File: src/rtl/sram_controller_pkg.sv
// Shared types and default geometry for the memory-stage SRAM controller.
package sram_controller_pkg;

  localparam int unsigned SRAM_BASE_ADDR  = 1024;
  localparam int unsigned SRAM_ADDR_WIDTH = 18;

  typedef enum logic [1:0] {
    StIdle,
    StLow,
    StHigh,
    StDone
  } state_e;

  // 32-bit word index of a byte address relative to the SRAM base.
  function automatic logic [31:0] word_offset(input logic [31:0] addr, input logic [31:0] base);
    return (addr - base) >> 2;
  endfunction

endpackage

File: src/rtl/sram_controller.sv
// Memory-stage load/store responder: each 32-bit access is split into two 16-bit SRAM phases.
// Optional SRAM_ADDR_RANGE_CHECK_EN adds addrError and skips out-of-range requests.
module sram_controller
  import sram_controller_pkg::*;
#(
  parameter int unsigned BASE_ADDR     = SRAM_BASE_ADDR,
  parameter int unsigned SRAM_ADDR_W   = SRAM_ADDR_WIDTH,
  parameter int unsigned ACCESS_CYCLES = 2
) (
  input  logic                   clk,
  input  logic                   rst,
  input  logic                   memReadEn,
  input  logic                   memWriteEn,
  input  logic [31:0]            address,
  input  logic [31:0]            writeData,
  output logic [31:0]            readData,
  output logic                   ready,
  output logic [SRAM_ADDR_W-1:0] sram_addr,
  output logic [15:0]            sram_dq_out,
  output logic                   sram_dq_oe,
  input  logic [15:0]            sram_dq_in,
  output logic                   sram_ce_n,
  output logic                   sram_we_n,
  output logic                   sram_oe_n,
  output logic                   sram_ub_n,
`ifdef SRAM_ADDR_RANGE_CHECK_EN
  output logic                   addrError,
`endif
  output logic                   sram_lb_n
);

  localparam int unsigned WordW = SRAM_ADDR_W - 1;
  localparam int unsigned CntW  = 4;
  localparam logic [CntW-1:0] CntLast = CntW'(ACCESS_CYCLES - 1);

  state_e          state_q;
  logic [CntW-1:0] cnt_q;
  logic [WordW-1:0] word_q;
  logic            is_write_q;
  logic [15:0]     wdata_hi_q;

  logic             req;
  logic [WordW-1:0] word;

  assign req  = memReadEn | memWriteEn;
  assign word = WordW'(word_offset(address, 32'(BASE_ADDR)));

`ifdef SRAM_ADDR_RANGE_CHECK_EN
  logic range_err;
  assign range_err = (address < 32'(BASE_ADDR)) ||
                     (word_offset(address, 32'(BASE_ADDR)) >= (32'd1 << WordW));
`endif

  assign ready = ((state_q == StIdle) && !req) || (state_q == StDone);

  // SRAM pins are registered from the transition so they change in step with the state.
  always_ff @(posedge clk or posedge rst) begin
    if (rst) begin
      state_q     <= StIdle;
      cnt_q       <= '0;
      word_q      <= '0;
      is_write_q  <= 1'b0;
      wdata_hi_q  <= '0;
      readData    <= '0;
      sram_addr   <= '0;
      sram_dq_out <= '0;
      sram_dq_oe  <= 1'b0;
      sram_ce_n   <= 1'b1;
      sram_we_n   <= 1'b1;
      sram_oe_n   <= 1'b1;
      sram_ub_n   <= 1'b1;
      sram_lb_n   <= 1'b1;
`ifdef SRAM_ADDR_RANGE_CHECK_EN
      addrError   <= 1'b0;
`endif
    end else begin
      unique case (state_q)
        StIdle: begin
          if (req) begin
            cnt_q      <= '0;
            word_q     <= word;
            is_write_q <= memWriteEn;
            wdata_hi_q <= writeData[31:16];
`ifdef SRAM_ADDR_RANGE_CHECK_EN
            if (range_err) begin
              state_q   <= StDone;
              addrError <= 1'b1;
            end else
`endif
            begin
              state_q     <= StLow;
              sram_addr   <= {word, 1'b0};
              sram_dq_out <= memWriteEn ? writeData[15:0] : 16'h0000;
              sram_dq_oe  <= memWriteEn;
              sram_ce_n   <= 1'b0;
              sram_we_n   <= ~memWriteEn;
              sram_oe_n   <= memWriteEn;
              sram_ub_n   <= 1'b0;
              sram_lb_n   <= 1'b0;
            end
          end
        end
        StLow: begin
          if (cnt_q == CntLast) begin
            cnt_q     <= '0;
            state_q   <= StHigh;
            sram_addr <= {word_q, 1'b1};
            if (is_write_q) sram_dq_out <= wdata_hi_q;
            else            readData[15:0] <= sram_dq_in;
          end else begin
            cnt_q <= cnt_q + 1'b1;
          end
        end
        StHigh: begin
          if (cnt_q == CntLast) begin
            cnt_q       <= '0;
            state_q     <= StDone;
            sram_addr   <= '0;
            sram_dq_out <= '0;
            sram_dq_oe  <= 1'b0;
            sram_ce_n   <= 1'b1;
            sram_we_n   <= 1'b1;
            sram_oe_n   <= 1'b1;
            sram_ub_n   <= 1'b1;
            sram_lb_n   <= 1'b1;
            if (!is_write_q) readData[31:16] <= sram_dq_in;
          end else begin
            cnt_q <= cnt_q + 1'b1;
          end
        end
        StDone: begin
          state_q <= StIdle;
`ifdef SRAM_ADDR_RANGE_CHECK_EN
          addrError <= 1'b0;
`endif
        end
        default: state_q <= StIdle;
      endcase
    end
  end

endmodule

File: config.mk
export PLATFORM = sky130hd
export DESIGN_NAME = sram_controller
export DESIGN_NICKNAME = d
export VERILOG_FILES = /design/src/rtl/sram_controller_pkg.sv /design/src/rtl/sram_controller.sv
export SDC_FILE = /design/constraint.sdc
export NUM_CORES = 1
export LEC_CHECK = 0
export ABC_AREA = 1
export BUFFER_PORTS_ARGS = -buffer_cell sky130_fd_sc_hd__buf_2
export CAP_MARGIN = 10
export CORE_UTILIZATION = 49
export CTS_BUF_LIST = sky130_fd_sc_hd__clkbuf_4 sky130_fd_sc_hd__clkbuf_8
export DETAILED_ROUTE_END_ITERATION = 10
export MAX_ROUTING_LAYER = met4
export PLACE_DENSITY = 0.76
export SYNTH_ARGS = -nofsm -noshare
export SYNTH_HDL_FRONTEND = slang
export SYNTH_SLANG_ARGS = --single-unit
File: constraint.sdc
create_clock -name clk -period 8.8 [get_ports clk]
set_input_delay 0 -clock clk [delete_from_list [all_inputs] [get_ports clk]]
set_output_delay 0 -clock clk [all_outputs]
set_load 0.02 [all_outputs]
Yosys cells after proc, flatten, opt, wreduce, memory -nomap -nowiden
Cells that the tools add are included.
- eq/ne operators: 8
- reductions and logical operators: 16
- bitwise gates (word level): 3
- mux-type cells: 26
- add/subtract/negate cells: 2
- operators with widths (kind ; number):
    16-bit two-way mux ; 5
    18-bit two-way mux ; 3
    18-bit one-hot mux with 3 select lines ; 1
    16-bit one-hot mux with 3 select lines ; 1
    19-bit by 11-bit subtractor with 19-bit output, second input constant ; 1
    3-bit AND reduction ; 4
    4-bit two-way mux ; 2
    2-bit != test, second input constant ; 4
    1-bit one-hot mux with 2 select lines ; 4
    2-bit one-hot mux with 4 select lines ; 1
    4-bit one-hot mux with 2 select lines ; 1
    2-bit two-way mux ; 3
    1-bit two-way mux ; 5
    5-bit AND reduction ; 1
    4-bit by 1-bit adder with 4-bit output, second input constant ; 1
    2-bit equality test, second input constant ; 2
    4-bit by 1-bit equality test with 1-bit output, second input constant ; 1
    2-bit AND reduction ; 2
    4-bit AND reduction ; 1
    2-bit nonzero test ; 2
    3-bit nonzero test ; 1
    2-bit by 1-bit equality test with 1-bit output, second input constant ; 1
    2-bit zero test ; 1
    1-bit NOT ; 2
    5 further kinds ; 5
- register bits after elaboration: 110
- output and inout bits: 73
- word-level logic and storage cells: 68
- bits of input ports: 84

Depth between registers and ports, before layout
Gate-level depths: netlist of the first run.
- word-level depth: 4
- depth in mapped cells: 10
- mapped depth without buffers: 9

Worst setup path before layout of the first run
OpenSTA, ideal clock, no wires.
- kind: reg2reg
- from: reg state_q[0]
- to: reg sram_dq_out[15]
- stages on the path, launching flop included: 9
- data required time: 8680 ps
- slack: 7218 ps
- buffers on the path: 1
- clock period less this slack: 1582 ps
- arrival: 1461 ps
- setup time: 120 ps
- path through: dfrtp_1 -> inv_1 -> ha_1 -> nand2_1 -> buf_2 -> inv_1 -> a32o_1 -> nand2_1 -> nand2_1
- longest elaborated chain between the ends: 3
- elaborated cells on any way between the ends: 10
- those cells by class: eq/ne (6); mux (1); reduce/logical (3)
- ends and longest elaborated chain (item ; line ; RTL):
    from (decl) ; sram_controller.sv:36 ; state_e state_q;
    from (signal assigned) ; sram_controller.sv:59 ; state_q <= StIdle;
    from (signal assigned) ; sram_controller.sv:91 ; state_q <= StLow;
    from (signal assigned) ; sram_controller.sv:106 ; state_q <= StHigh;
    2-bit by 1-bit equality test with 1-bit output (tied with other cells) ; sram_controller.sv:77 ; unique case (state_q)
    2-bit != test (no line) or 3-bit nonzero test (tied branches) ; - ;
    5-bit AND reduction (no line) ; - ;
    to (signal assigned) ; sram_controller.sv:93 ; sram_dq_out <= memWriteEn ? writeData[15:0] : 16'h0000;
    to (signal assigned) ; sram_controller.sv:108 ; if (is_write_q) sram_dq_out <= wdata_hi_q;
    to (decl) ; sram_controller.sv:19 ; output logic [15:0] sram_dq_out,
Several ways; a longest one is shown, not always the timed one.
A chain may end at the register's enable or synchronous reset.

Worst setup path in the final report of the first run
- from: reg state_q[0]
- to: reg word_q[11]
- longest elaborated chain between the ends: 2
- ends and longest elaborated chain (item ; line ; RTL):
    2-bit zero test ; sram_controller.sv:77 ;
    2-bit AND reduction (no line) ; - ;
    to (signal assigned) ; sram_controller.sv:81 ; word_q <= word;
    to (decl) ; sram_controller.sv:38 ; logic [WordW-1:0] word_q;
No other way between the ends.

==> results.toml, run 1 <==
[outcome]
outcome = "finished clean"

[synthesis]
netlist_instances = 597
synthDistinctLibCells = 27
ys_ff_latch = 110
yosysSeqAreaShare_pct = 55.2
syn_area_mm2 = 0.00499
ys_warn_count = 0
yosysTopAreaCellShare_pct = 53.6
synth_top_area_cell = "dfrtp_1"
yosys-top-cells-area = "dfrtp_1 (54%), nand2_1 (13%), o21ai_0 (11%)"
synth_fp_nets = 691
syn_avg_cell_area_um2 = 8.37

[floorplan]
die_w_um = 103
start_util_pct = 50.9
ioPinCount = 157
die_y_um = 103
core_mm2 = 0.00982
die-area_mm2 = 0.0106
num_rows = 36

[placed_design]
portBuffers = 141
dp_hpwl_um = 8100
dpl_cell_area_mm2 = 0.00575
gp_congestion = 0.843
dp_cells = 845

[worst_setup_path]
start_kind = "flip-flop"
cp_data_arrival_time_ns = 3.06
worst_path_max_delay_cell = "dlygate4sd3_1"
path_cells = "inv_1 -> ha_1 -> inv_2 -> nor2_4 -> buf_4 -> nor2_1 -> a31oi_1 -> dlygate4sd3_1"
endpoint_kind = "flip-flop"
r2r_slack_ns = 6.06
max_stage_delay_ns = 0.56
cp.required_ns = 9.12
path_max_fanout = 34
critPathKind = "reg -> reg"

[drt]
drt_iter0_markers = 216
wl_um = 13500
post-route-drc-count = 0
antenna_left = 0
firstDrtPassIters = 5
vias_per_cell = 5.03
num_vias = 4648
wire_per_inst_um = 14.6

[finish]
layout-area-overhead-vs-synth_pct = 31.4
fin_cells = 924
fin_nets = 880
n_antenna_cell = 0
fillers = 813
fin_area_mm2 = 0.00656
final_util_pct = 66.8
drive_above_1_share_pct = 22.3

[timing]
grt_setup_unrepaired = "no"
skew_ns = 0.0136
setup_viol = 0
fin_crit_ns = 2.74
fin_crit_sh_pct = 31.2
worstMarginPinSlew_ns = 1.12
slew_headroom_pct = 25.5
fmax_ghz = 0.364
drv_slew = 0
hold_violations = 0
tns_ns = 0

[clocking]
htreeDepth = 3
clkLatencyLatePin_ns = 0.38
cts_root_buf = "clkbuf_8"
post_cts_buffers = 0
numCtsBuffers = 9
cts_buffer_depth = 2
numClockSinks = 110
cts_tree = "done"
clkTransAtPathRegs_ns = 0.11

[global_route]
grt_overflow_total = 0
grt_pass1_wl_um = 21700
grt_max_degree = 61
track_usage_pct = 27.5
first_global_vias = 4679
antenna_found_initial = 0

[job]
cap_viol_max_count = 0

[power]
peakVddDrop_mv = 0.199
fin_total_pwr_uw = 2300
p_leak_uw = 0.00352
power.density_mw_per_mm2 = 350

[min_path]
holdCritPathClass = "in -> reg"
logic make-up after synthesis:
| kind of cell | after synthesis | share of synthesized area (%) |
|---|---|---|
| fa+ha+maj | 10 | 2.51 |
| buf+inv | 104 | 8.49 |
| compound gates | 129 | 13.3 |
| flops | 110 | 55.2 |
| simple gates | 241 | 20.0 |
| xor+xnor | 3 | 0.526 |
cells in the mapped netlist:
cell / instances
clkbuf_1: 12
nand2_2: 2
o21ai_0: 109
nor2_4: 5
xor2_1: 1
inv_1: 73
nand3_2: 1
buf_6: 1
xnor2_1: 2
dfrtp_1: 107
ha_1: 10
a21boi_0: 1
o22ai_1: 4
nor2_1: 27
inv_2: 3
nand2_1: 176
dfstp_2: 3
buf_2: 12
o21ai_1: 7
nand3_1: 29
buf_4: 3
a21oi_1: 4
a31oi_1: 1
o21bai_1: 1
o21ai_2: 1
nand2_4: 1
a32o_1: 1
layer usage:
| metal | vias to the layer above | track usage (%) | share of wire, % |
|---|---|---|---|
| met3 | 24 | 3.86 | 4.7 |
| met1 | 2208 | 33.7 | 43 |
| met4 | 0 | 10.8 | 1.9 |
| met2 | 161 | 46.3 | 51 |
| li1 | 2255 | - | - |
| met5 | - | - | 0 |
area by class of cell:
type | count | area, µm² | area share, %
flip-flops and latches | 110 | 2760 | 42.0
clock inverters | 7 | 63.8 | 0.972
well taps | 133 | 166 | 2.54
inverters | 76 | 288 | 4.38
clock buffers | 9 | 124 | 1.89
repair buffers | 206 | 1350 | 20.6
multi-input cells | 383 | 1810 | 27.6
report_power, final:
part           switching, µW  internal (µW)  total, µW
Clock                    190            110        299
Sequential               111            742        853
Combinational            795            351       1150
sequential cells by signal, summed over array words and instances (netlist names):
register     count
sram_dq_out     16
cnt_q            4
sram_lb_n        1
sram_dq_oe       1
readData        32
state_q          2
sram_oe_n        1
wdata_hi_q      16
sram_addr       18
sram_we_n        1
is_write_q       1
word_q          17
placed cells by master, fill, tap and decap left out:
cell type	n
a21boi_0	1
a21oi_1	4
a31oi_1	1
a32o_1	1
buf_2	141
buf_4	2
clkbuf_8	9
clkinv_4	1
clkinvlp_4	2
dfrtp_1	107
dfstp_2	3
dlygate4sd3_1	63
ha_1	10
inv_1	72
inv_2	3
inv_4	1
inv_6	2
inv_8	2
nand2_1	176
nand2_2	2
nand2_4	1
nand3_1	29
nand3_2	1
nor2_1	27
nor2_4	5
o21ai_0	109
o21ai_1	7
o21ai_2	1
o21bai_1	1
o22ai_1	4
xnor2_1	2
xor2_1	1
what timing repair did:
action | CTS | global route
hold buffers | 63 | 0
gates resized for setup | 0 | 0
hold endpoints to repair | 136 | 0
critical path: cells and delay by family, from the launching register on:
kind | cells | cell delay, ns
adder cells (fa/ha/maj) | 1 | 0.24
AND/OR/NAND/NOR | 2 | 0.62
flip-flops | 1 | 0.47
AO/OA/AOI/OAI | 1 | 0.13
buffers and inverters | 4 | 1.22
worst paths after layout:
check / from / cells after the start / end
max in group asynchronous: rst / 4 / sram_addr[5]
min: address[15] / 5 / word_q[13]
max reg2reg: state_q[0] / 8 / word_q[11]
min in group asynchronous: rst / 3 / readData[19]
min reg2reg: sram_addr[6] / 2 / sram_addr[6]
max: state_q[0] / 8 / word_q[11]
stage by stage:
stage,hold WS (ns),setup WS [ns]
after floorplan,0.117,5.90
after CTS,0.0158,6.07
after global placement,0.112,6.31
final,0.0231,6.06
after global routing,0.0663,5.85
after detailed placement,0.136,6.27
Power figures use the tool's default switching activity.
==> run 2, diff against run 1 <==
Settings changed: ABC_AREA 1 to 0, PLACE_DENSITY 0.76 to 0.77.
Clock period 8.8 ns to 2.65 ns, I/O delays scaled along.
==> results.toml, run 2 <==
[global_route]
grt_pass1_wl_um = 18000
grt_overflow_total = 0
first_global_vias = 3800
grt_most_used_layer = "met2"
use_met1_pct = 28.7
use_met3_pct = 3.17
grt_max_degree = 76
track_usage_pct = 23.3
antenna_found_initial = 0
met2_usage_pct = 38.8

[placed_design]
dpl_cell_area_mm2 = 0.00570
portBuffers = 141
gp_congestion = 0.763
dp_hpwl_um = 7260

[synthesis]
yosysSeqAreaShare_pct = 56.8
synth_fp_nets = 479
synth_top_area_cell = "dfrtp_1"
ys_ff_latch = 110
ys_async_sr_fraction_pct = 100
synth_common_cells = "dfrtp_1 (107), mux2_2 (63), nor2_1 (32), nand2_1 (25), o21ai_0 (20)"
ys.flop_type = "dfrtp_1"
syn_avg_cell_area_um2 = 12.6
synthDistinctLibCells = 44
netlist_instances = 385
yosysTopAreaCellShare_pct = 55.2
synth-edff-count = 0
yosysMostFrequentCell = "dfrtp_1"
ys_warn_count = 0
yosys-top-cells-area = "dfrtp_1 (55%), mux2_2 (15%), mux2_4 (3.1%)"
syn_area_mm2 = 0.00485

[drt]
drt_iter0_markers = 119
wl_um = 11200
num_vias = 3762
wire_per_inst_um = 15.5
post-route-drc-count = 0
vias_per_cell = 5.18
antenna_left = 0
firstDrtPassIters = 5

[clocking]
clkLatencyLatePin_ns = 0.37
htreeDepth = 3
cts_root_buf = "clkbuf_8"
cts_buffer_depth = 2
post_cts_buffers = 0
numCtsBuffers = 9
numClockSinks = 110
clkTransAtPathRegs_ns = 0.11
cts_tree = "done"

[timing]
drv_slew = 0
skew_ns = 0.0121
worstMarginPinSlew_ns = 1.12
setup_viol = 0
fin_crit_ns = 2.34
hold_violations = 0
tns_ns = 0
fin_hold_ws_ns = 0.0236
fmax_ghz = 0.427
grt_setup_unrepaired = "no"
fin_crit_sh_pct = 88.3
slew_headroom_pct = 25.2

[finish]
layout_commonest_cell = "buf_2"
fin_area_mm2 = 0.00657
mostFrequentLayoutCells = "buf_2 (141), dfrtp_1 (107), dlygate4sd3_1 (66)"
n_antenna_cell = 0
largest_reg_flops = 32
final_util_pct = 69.8
drive_above_1_share_pct = 41.9
largest_register = "readData"
reg_top3 = "readData (32), sram_addr (18), word_q (17)"
layout-area-overhead-vs-synth_pct = 35.4
fin_nets = 686

[floorplan]
ioPinCount = 157
start_util_pct = 51.5
num_rows = 35
die_w_um = 101
core_mm2 = 0.00942
die-area_mm2 = 0.0103
die_y_um = 101

[power]
fin_total_pwr_uw = 8030
p_leak_uw = 0.00315
peakVddDrop_mv = 0.538
power.density_mw_per_mm2 = 1220

[min_path]
holdPathStages = 3
holdCritPathClass = "in -> reg"

[worst_setup_path]
reg2reg_depth = 6
cp.required_ns = 2.91
path_max_fanout = 16
critPathKind = "reg -> reg"
cp_data_arrival_time_ns = 2.60
start_kind = "flip-flop"
endpoint_kind = "flip-flop"

[outcome]
outcome = "finished clean"

[job]
cap_viol_max_count = 0
run 2: cell types whose count changed after synthesis, sizes merged, moves of 3 or more:
| cell | delta |
|---|---|
| xnor2 | +4 |
| nand2 | -152 |
| a22o | +17 |
| nor3b | +3 |
| o21ai | -96 |
| buf | -7 |
| o211ai | +3 |
| mux2 | +73 |
| nand3 | -25 |
| a21oi | +7 |
| inv | -66 |
| a221oi | +8 |
run 2: cells by family (layout without fill, tap and decap cells):
group	count (synthesis)	in the layout	share of synthesized area [%]
xor+xnor	7	7	1.26
fa+ha+maj	10	10	2.58
simple gates	76	76	6.91
compound gates	74	74	10.8
mux	75	75	18.1
buf+inv	33	245	3.46
flops	110	110	56.8
run 2: final cells by class:
class	count	area (µm²)
fill	682	2850
sequential	110	2760
multi-input combinational	242	1940
timing repair buffer	219	1470
tap	129	161
clock buffer	9	124
clock inverter	7	77.6
inverter	10	41.3
run 2: worst paths after layout:
check | slack, ns | to | start
worst min register to register | 0.49 | word_q[8] | word_q[8]
min in group asynchronous | 0.31 | readData[29] | rst
worst max register to register | 0.31 | sram_dq_out[11] | cnt_q[1]
max in group asynchronous | 1.49 | sram_lb_n | rst
worst max-delay path | 0.31 | sram_dq_out[11] | cnt_q[1]
worst min-delay path | 0.02 | sram_addr[15] | address[16]
run 2: repair_timing:
item,in CTS,in global routing
hold buffers,66,0
gates resized for setup,0,0
endpoints found under the hold margin,125,0
run 2: routing by layer:
layer / part of all wire, % / up-vias
met5: 0 / -
met3: 4.1 / 20
met1: 44 / 1830
met4: 2.2 / 0
li1: - / 1787
met2: 50 / 125
run 2: metrics by stage:
step	instances	setup WS, ns
floorplan	385	0.494
global route	726	0.230
global placement	643	0.377
detailed placement	643	0.320
finish	726	0.309
CTS	725	0.329
run 2: critical path: stages (launching register included):
cell	delay [ns]
dfrtp_1	0.41
inv_1	0.09
ha_1	0.15
or3b_1	0.37
a21o_1	0.21
a21oi_4	0.58
mux2_2	0.42
run 2: report_power, final:
group / leakage, µW / total [µW] / switching (µW) / internal [µW]
combinational: 0.00172 / 4130 / 2300 / 1830
clock: 0.0000975 / 987 / 616 / 371
sequential: 0.00133 / 2920 / 424 / 2490
total: 0.00315 / 8030 / 3340 / 4690
